$ cat config.mk
export PLATFORM = sky130hd
export DESIGN_NAME = uart_frame_parser
export DESIGN_NICKNAME = d
export VERILOG_FILES = /design/src/rtl/uart_frame_parser.sv
export SDC_FILE = /design/constraint.sdc
export NUM_CORES = 1
export LEC_CHECK = 0
export CAP_MARGIN = 0
export CORE_ASPECT_RATIO = 0.7
export CORE_MARGIN = 10
export CORE_UTILIZATION = 30
export DETAILED_ROUTE_END_ITERATION = 6
export HOLD_SLACK_MARGIN = 0.05
export SYNTH_ARGS = -nofsm -noshare
export SYNTH_HDL_FRONTEND = slang
export SYNTH_SLANG_ARGS = --single-unit
export TNS_END_PERCENT = 10
$ cat constraint.sdc
create_clock -name sys_clk -period 3 [get_ports sys_clk]
set_input_delay 0.45 -clock sys_clk [delete_from_list [all_inputs] [get_ports sys_clk]]
set_output_delay 0.45 -clock sys_clk [all_outputs]
set_load 0.1 [all_outputs]
$ cat src/rtl/uart_frame_parser.sv
// uart_frame_parser: parses 55 AA LEN payload CHK frames from a uart_rx byte stream,
// buffers the payload, checks the additive checksum (LEN + payload, mod 256) and only
// then streams the payload out over a valid/ready handshake.
// Ports: sys_clk/sys_rst (sync, active high); uart_rxd/rx_done byte input;
// m_data/m_valid/m_ready/m_last payload output; frame_ok/frame_err/overrun pulses;
// err_code holds the cause of the most recent error.
module uart_frame_parser #(
  parameter logic [7:0] HDR0           = 8'h55,
  parameter logic [7:0] HDR1           = 8'hAA,
  parameter int         MAX_LEN        = 16,
  parameter int         TIMEOUT_CYCLES = 5000
) (
  input  logic       sys_clk,
  input  logic       sys_rst,
  input  logic [7:0] uart_rxd,
  input  logic       rx_done,
  output logic [7:0] m_data,
  output logic       m_valid,
  input  logic       m_ready,
  output logic       m_last,
  output logic       frame_ok,
  output logic       frame_err,
  output logic [1:0] err_code,
  output logic       overrun
);

  localparam int AW = (MAX_LEN > 1) ? $clog2(MAX_LEN) : 1;
  localparam int GW = $clog2(TIMEOUT_CYCLES + 1);
  // gap_cnt value on the idle cycle that completes TIMEOUT_CYCLES idle cycles
  localparam logic [GW-1:0] GAP_LAST = GW'(TIMEOUT_CYCLES - 1);
  localparam logic [7:0]    MAX_LEN8 = 8'(MAX_LEN);

  localparam logic [2:0] S_HDR0    = 3'd0;
  localparam logic [2:0] S_HDR1    = 3'd1;
  localparam logic [2:0] S_LEN     = 3'd2;
  localparam logic [2:0] S_PAYLOAD = 3'd3;
  localparam logic [2:0] S_CHK     = 3'd4;
  localparam logic [2:0] S_SEND    = 3'd5;

  logic [2:0]    state;
  logic [7:0]    len_r;
  logic [7:0]    sum;
  logic [7:0]    wr_ptr;
  logic [7:0]    rd_ptr;
  logic [GW-1:0] gap_cnt;
  logic [7:0]    pay_buf [MAX_LEN];

  logic in_frame;
  logic timeout_hit;
  logic send;

  assign in_frame    = (state == S_HDR1) || (state == S_LEN) ||
                       (state == S_PAYLOAD) || (state == S_CHK);
  // A byte arriving on the expiry cycle takes priority over the timeout.
  assign timeout_hit = in_frame && !rx_done && (gap_cnt == GAP_LAST);
  assign send        = (state == S_SEND);

  // Output side is purely a view of the SEND state, so m_valid rises together
  // with the registered frame_ok pulse and drops the cycle after the last beat.
  assign m_valid = send;
  assign m_data  = send ? pay_buf[rd_ptr[AW-1:0]] : 8'h00;
  assign m_last  = send && (rd_ptr == len_r - 8'd1);

  // Payload storage has no reset; only entries below len_r are ever read.
  always_ff @(posedge sys_clk) begin
    if (state == S_PAYLOAD && rx_done) begin
      pay_buf[wr_ptr[AW-1:0]] <= uart_rxd;
    end
  end

  always_ff @(posedge sys_clk) begin
    if (sys_rst) begin
      state     <= S_HDR0;
      len_r     <= 8'h00;
      sum       <= 8'h00;
      wr_ptr    <= 8'h00;
      rd_ptr    <= 8'h00;
      gap_cnt   <= '0;
      frame_ok  <= 1'b0;
      frame_err <= 1'b0;
      err_code  <= 2'd0;
      overrun   <= 1'b0;
    end else begin
      frame_ok  <= 1'b0;
      frame_err <= 1'b0;
      overrun   <= 1'b0;

      if (!in_frame || rx_done || timeout_hit) begin
        gap_cnt <= '0;
      end else begin
        gap_cnt <= gap_cnt + 1'b1;
      end

      if (timeout_hit) begin
        frame_err <= 1'b1;
        err_code  <= 2'd3;
        state     <= S_HDR0;
      end else begin
        case (state)
          S_HDR0: begin
            if (rx_done && uart_rxd == HDR0) state <= S_HDR1;
          end
          S_HDR1: begin
            if (rx_done) begin
              if (uart_rxd == HDR1)      state <= S_LEN;
              else if (uart_rxd != HDR0) state <= S_HDR0;
              // a repeated HDR0 keeps us waiting for HDR1
            end
          end
          S_LEN: begin
            if (rx_done) begin
              if (uart_rxd == 8'h00 || uart_rxd > MAX_LEN8) begin
                frame_err <= 1'b1;
                err_code  <= 2'd1;
                state     <= S_HDR0;
              end else begin
                len_r  <= uart_rxd;
                sum    <= uart_rxd;
                wr_ptr <= 8'h00;
                state  <= S_PAYLOAD;
              end
            end
          end
          S_PAYLOAD: begin
            if (rx_done) begin
              sum    <= sum + uart_rxd;
              wr_ptr <= wr_ptr + 8'd1;
              if (wr_ptr == len_r - 8'd1) state <= S_CHK;
            end
          end
          S_CHK: begin
            if (rx_done) begin
              if (uart_rxd == sum) begin
                frame_ok <= 1'b1;
                rd_ptr   <= 8'h00;
                state    <= S_SEND;
              end else begin
                frame_err <= 1'b1;
                err_code  <= 2'd2;
                state     <= S_HDR0;
              end
            end
          end
          S_SEND: begin
            // Bytes arriving while draining are dropped, never parsed.
            if (rx_done) overrun <= 1'b1;
            if (m_ready) begin
              rd_ptr <= rd_ptr + 8'd1;
              if (m_last) state <= S_HDR0;
            end
          end
          default: state <= S_HDR0;
        endcase
      end
    end
  end

endmodule

==> results of run 1 <==
area by class of cell:
type / count / area, sq um
multi-input combinational: 361 / 3070
sequential: 185 / 4990
clock buffer: 19 / 433
timing repair buffer: 68 / 709
inverter: 23 / 86.3
tap: 364 / 455
clock inverter: 13 / 144
fill: 2594 / 16900
kinds of logic after synthesis:
logic type | count (synthesis) | synth area share (%)
mux | 45 | 11.6
simple gates | 193 | 12.3
compound gates | 65 | 5.73
flops | 185 | 60.9
xor+xnor | 43 | 4.77
buf+inv | 45 | 2.26
fa+ha+maj | 15 | 2.39
metal layers:
metal | up-vias | routed length, microns | part of all wire [%] | global-route usage [%]
met5 | - | 0 | 0 | 0
met4 | 0 | 104 | 0.54 | 2.46
met3 | 10 | 1030 | 5.4 | 3.15
met2 | 127 | 7880 | 41 | 15.7
met1 | 2519 | 10200 | 53 | 17.3
li1 | 2370 | - | - | -
metrics by stage:
| stage | power [mW] | std cells | TNS, ns | cell area (sq um) |
|---|---|---|---|---|
| final | 5.90 | 1033 | 0 | 9890 |
| after global routing | 6.13 | 1033 | -0.000210 | 9890 |
| after CTS | 5.89 | 1028 | 0 | 9790 |
| after detailed placement | 3.68 | 994 | -0.0511 | 9180 |
| after global placement | 3.67 | 994 | -0.0301 | 9180 |
| after floorplan | 3.42 | 591 | -1.80 | 8190 |
synthesized netlist by cell type (4+ instances only):
| library cell | number | area share [%] |
|---|---|---|
| xor2_1 | 17 | 1.8 |
| o21ai_0 | 8 | 0.49 |
| ha_1 | 14 | 2.1 |
| and2_1 | 24 | 1.8 |
| clkbuf_1 | 15 | 0.69 |
| and3_1 | 14 | 1.1 |
| inv_1 | 23 | 1.1 |
| o21a_1 | 5 | 0.46 |
| a21oi_1 | 16 | 0.98 |
| edfxtp_1 | 128 | 47 |
| a31oi_1 | 6 | 0.46 |
| nor2_1 | 58 | 2.7 |
| nand3_1 | 17 | 1.0 |
| nor3_1 | 21 | 1.3 |
| mux4_2 | 40 | 11 |
| o211ai_1 | 4 | 0.37 |
| mux2i_1 | 5 | 0.61 |
| nor4_1 | 6 | 0.46 |
| nand2b_1 | 4 | 0.31 |
| dfxtp_1 | 57 | 14 |
| nand4b_1 | 4 | 0.43 |
| nand2_1 | 21 | 0.96 |
| xnor2_1 | 25 | 2.7 |
worst paths after layout:
kind	startpoint	endpoint	slack (ns)
setup / recovery	flop	m_data[7]	0.06
hold / removal	sum[3]	sum[3]	0.48
setup reg to reg	len_r[1]	state[0]	0.59
hold reg to reg	sum[3]	sum[3]	0.48
placed cells by master (no fill, tap or decap), drive strengths merged, types with 8 or more instances in the layout:
cell | netlist | routed
nand2 | 21 | 21
xnor2 | 25 | 25
a21oi | 16 | 16
clkdlybuf4s50 | 0 | 11
and2 | 24 | 24
mux4 | 40 | 40
ha | 14 | 14
nor2 | 58 | 58
inv | 23 | 27
dfxtp | 57 | 57
o21ai | 8 | 8
edfxtp | 128 | 128
buf | 6 | 56
nand3 | 17 | 17
and3 | 14 | 14
nor3 | 21 | 21
clkbuf | 16 | 20
xor2 | 17 | 17
power by group through the flow:
stage,combinational [mW],clock (mW),sequential (mW)
floorplan,0.489,0,2.93
global placement,0.785,0,2.89
detailed placement,0.791,0,2.89
CTS,0.805,2.25,2.83
global route,0.907,2.38,2.84
finish,0.834,2.23,2.83
flip-flops by register name (all words and copies together) (netlist names), named ones only:
name       flops
frame_err      1
pay_buf      128
frame_ok       1
rd_ptr         8
sum            8
state          3
overrun        1
len_r          8
wr_ptr         8
err_code       2
gap_cnt       13
worst max-delay path, cell delays in order (launching register included):
cell and delay (ns):
dfxtp_4 0.47, buf_6 0.16, mux4_2 0.52, mux4_2 0.54
and2_4 0.19, buf_12 0.16
timing repair:
| item | 4_1_cts | 5_1_grt |
|---|---|---|
| setup endpoints to repair | 9 | 9 |
| resized for setup | 8 | 11 |
| cloned | 0 | 1 |
| buffers inserted | 2 | 4 |
| endpoints found under the hold margin | 0 | 0 |
| pin swaps | 2 | 3 |
==> results_dict.tcl, run 1 <==
set metrics [dict create \
    hold_depth 2 \
    synth_nets 618 \
    final_hold_viol_count 0 \
    synth-edff-count 128 \
    post-route-util_pct 36.9 \
    synth-main-ff-cell "edfxtp_1" \
    syn_to_final_growth_pct 20.9 \
    dp_hpwl_microns 13300 \
    cts_tree "yes" \
    ctsHoldBuffers 0 \
    io_buffers 26 \
    htreeDepth 4 \
    combPwrFrac_pct 14.1 \
    worst_pin_slew_ns 0.675 \
    min_path_type "flop to flop" \
    synth_seq_cells 185 \
    post-route-min-period_ns 2.94 \
    yosys_warnings 0 \
    drc 0 \
    critPathArrivalTime_ns 2.49 \
    die_x_microns 217 \
    rsz0062_at_grt "true" \
    die_area_sq_um 34400 \
    syn_area_sq_um 8180 \
    antenna_found_initial 1 \
    layout-drive-gt1-share_pct 22.0 \
    placeableCoreArea_sq_um 26800 \
    cts_buffers 17 \
    ios 27 \
    clk_latency_ns 0.44 \
    r2r_cells 10 \
    ys_async_sr_fraction_pct 0 \
    grt_usage_pct 11.4 \
    rows 50 \
    die_h_microns 158 \
    grt_pass1_vias 4903 \
    fin_ws_ns 0.0649 \
    relSlewSlack_pct 53.8 \
    antenna_cells 0 \
    hold_ws_ns 0.476 \
    gr-total-overflow 0 \
    vdd_drop_max_uv 423 \
    drv_slew 0 \
    routedWlPerCell_microns 18.6 \
    p_sw_share_pct 27.2 \
    clkSinkCount 185 \
    startpoint_type "flop" \
    fin_nets 683 \
    criticalPathCategory "flop to primary output" \
    cts-root-buf "clkbuf_16" \
    finClkSkew_ns 0.00837 \
    gp_congestion 0.817 \
    worst_setup_path_end_kind "primary output" \
    synth_cell_type_count 63 \
    grt_pass1_wl_microns 29800 \
    clockBufferDepth 2 \
    p_clk_share_pct 37.8 \
    crit_required_ns 2.55 \
    synth-seq-area-share_pct 60.9 \
    leakage_nw 3.29 \
    status "completed" \
    num_vias 5026 \
    detailedPlace.worstSlack_ns -0.0511 \
    via_per_inst 4.87 \
    critPathMaxFanout 8 \
    power_frac_seq_pct 48.1 \
    drtIter0Drc 410 \
    p_per_area_nw_per_um2 596 \
    post-route-period-util_pct 97.8 \
    dr.pass1.iters 5 \
    power.switching_mw 1.60 \
    syn_inst 591 \
    grt_max_degree 33 \
    syn_area_per_cell_sq_um 13.8 \
    cap_violations 0 \
    max_freq_mhz 341 \
    setup_violations 0 \
    p_int_mw 4.29 \
    ant_nets 0 \
    start_util_pct 30.6 \
    wl_microns 19200 \
    clkTransAtPathRegs_ns 0.07 \
]
Note: power is estimated with default switching activity, not from simulation.
==> run 2: changes to the inputs <==
MAX_ROUTING_LAYER = met4   (was unset)
==> results_dict.tcl, run 2 (same netlist as run 1, synthesis figures left out) <==
set metrics [dict create \
    worst_pin_slew_ns 0.672 \
    crit_chain "buf_6 -> mux4_2 -> mux4_2 -> and2_4 -> buf_12" \
    grt_max_degree 33 \
    dp_hpwl_microns 13300 \
    place_area_sq_um 9180 \
    cpMostUsedCell "mux4_2" \
    gr-total-overflow 0 \
    fin_total_pwr_mw 5.88 \
    finClkSkew_ns 0.00885 \
    placeableCoreArea_sq_um 26800 \
    die_area_sq_um 34400 \
    ios 27 \
    antenna_found_initial 0 \
    cap_violations 0 \
    num_vias 5014 \
    status "completed" \
    p_per_area_nw_per_um2 595 \
    cts_buffers 17 \
    critPathMaxFanout 8 \
    routedWlPerCell_microns 18.5 \
    criticalPathCategory "flop to primary output" \
    startpoint_type "flop" \
    final_hold_viol_count 0 \
    via_per_inst 4.85 \
    gp_congestion 0.829 \
    drc 0 \
    rsz0062_at_grt "true" \
    r2r_cells 10 \
    use_met2_pct 15.6 \
    wl_microns 19100 \
    relSlewSlack_pct 54.0 \
    min_path_type "flop to flop" \
    dr.pass1.iters 5 \
    grt-busiest-layer "met1" \
    rows 50 \
    met3_usage_pct 3.07 \
    syn_to_final_growth_pct 20.9 \
    fillers 2594 \
    max_freq_mhz 341 \
    multi_input_area_sq_um 3070 \
    ant_nets 0 \
    regArea_sq_um 4990 \
    cts_tree "yes" \
    start_util_pct 30.6 \
    clkTransAtPathRegs_ns 0.07 \
    cts-root-buf "clkbuf_16" \
    die_h_microns 158 \
    clockBufferDepth 2 \
    grt_pass1_vias 4897 \
    crit_required_ns 2.55 \
    final_common_cell "edfxtp_1" \
    antenna_cells 0 \
    path_depth 5 \
    critPathMaxStageDelay_ns 0.54 \
    fin_nets 683 \
    drv_slew 0 \
    layout-drive-gt1-share_pct 22.0 \
    largest_reg_flops 128 \
    clk_latency_ns 0.43 \
    worst-path-buf-inv 2 \
    worst_setup_path_end_kind "primary output" \
    htreeDepth 4 \
    die_x_microns 217 \
    critPathArrivalTime_ns 2.48 \
    fin_area_sq_um 9890 \
    clkSinkCount 185 \
    drtIter0Drc 419 \
    crit_slowest_cell "mux4_2" \
    io_buffers 26 \
    grt_use_met1_pct 17.5 \
    hold_depth 2 \
    grt_usage_pct 11.8 \
    ctsHoldBuffers 0 \
    post-route-period-util_pct 97.8 \
    final_cell_mix "edfxtp_1, nor2_1, dfxtp_1, buf_4, mux4_2" \
    leakage_nw 3.29 \
    crit_family "multiplexers" \
    vdd_drop_max_uv 420 \
    post-route-min-period_ns 2.93 \
    setup_violations 0 \
    grt_pass1_wl_microns 29800 \
]
## run 2: final cells by class
cell class / count / share of cell area [%]
Clock buffer: 19 / 4.38
Tap cell: 364 / 4.61
Sequential cell: 185 / 50.5
Multi-Input combinational cell: 361 / 31.0
Timing Repair Buffer: 68 / 7.17
Inverter: 23 / 0.873
Clock inverter: 13 / 1.45
## run 2: metal layers
metal,up-vias,share of wire (%)
li1,2371,-
met1,2504,52
met2,131,41
met3,8,6.0
met4,0,0.49
met5,-,0
## run 2: timing repair
action,CTS,global route
setup endpoints to repair,9,9
hold endpoints to repair,0,0
pin swaps,2,3
cloned,0,1
gates resized for setup,8,11
setup buffers,2,4
## run 2: final timing paths
check / start / slack [ns] / endpoint
worst max-delay path: flop / 0.07 / m_data[7]
worst min-delay path: sum[3] / 0.48 / sum[3]
worst max register to register: len_r[0] / 0.59 / state[0]
worst min register to register: sum[3] / 0.48 / sum[3]
## run 2: worst min-delay path, cell delays in order, from the launching register on
cell     delay (ns)
dfxtp_1        0.32
nand2_1        0.05
a31oi_1        0.06
## run 2: stage by stage
step | util (%) | setup TNS (ns) | hold slack, ns | instances | setup WS (ns)
finish | 36.9 | 0 | 0.478 | 1033 | 0.0661
global route | 36.9 | -0.00610 | 0.500 | 1033 | -0.00254
CTS | 36.6 | 0 | 0.476 | 1028 | 0.00581
detailed placement | 34.3 | -0.0511 | 0.467 | 994 | -0.0511
global placement | 34.3 | -0.0301 | 0.462 | 994 | -0.0301
floorplan | - | -1.80 | 0.442 | 591 | -0.225
## run 2: report_power, final
part           internal, mW  switching [mW]
clock network          1.17            1.04
logic                 0.353           0.482
registers              2.77          0.0678
total                  4.29            1.59
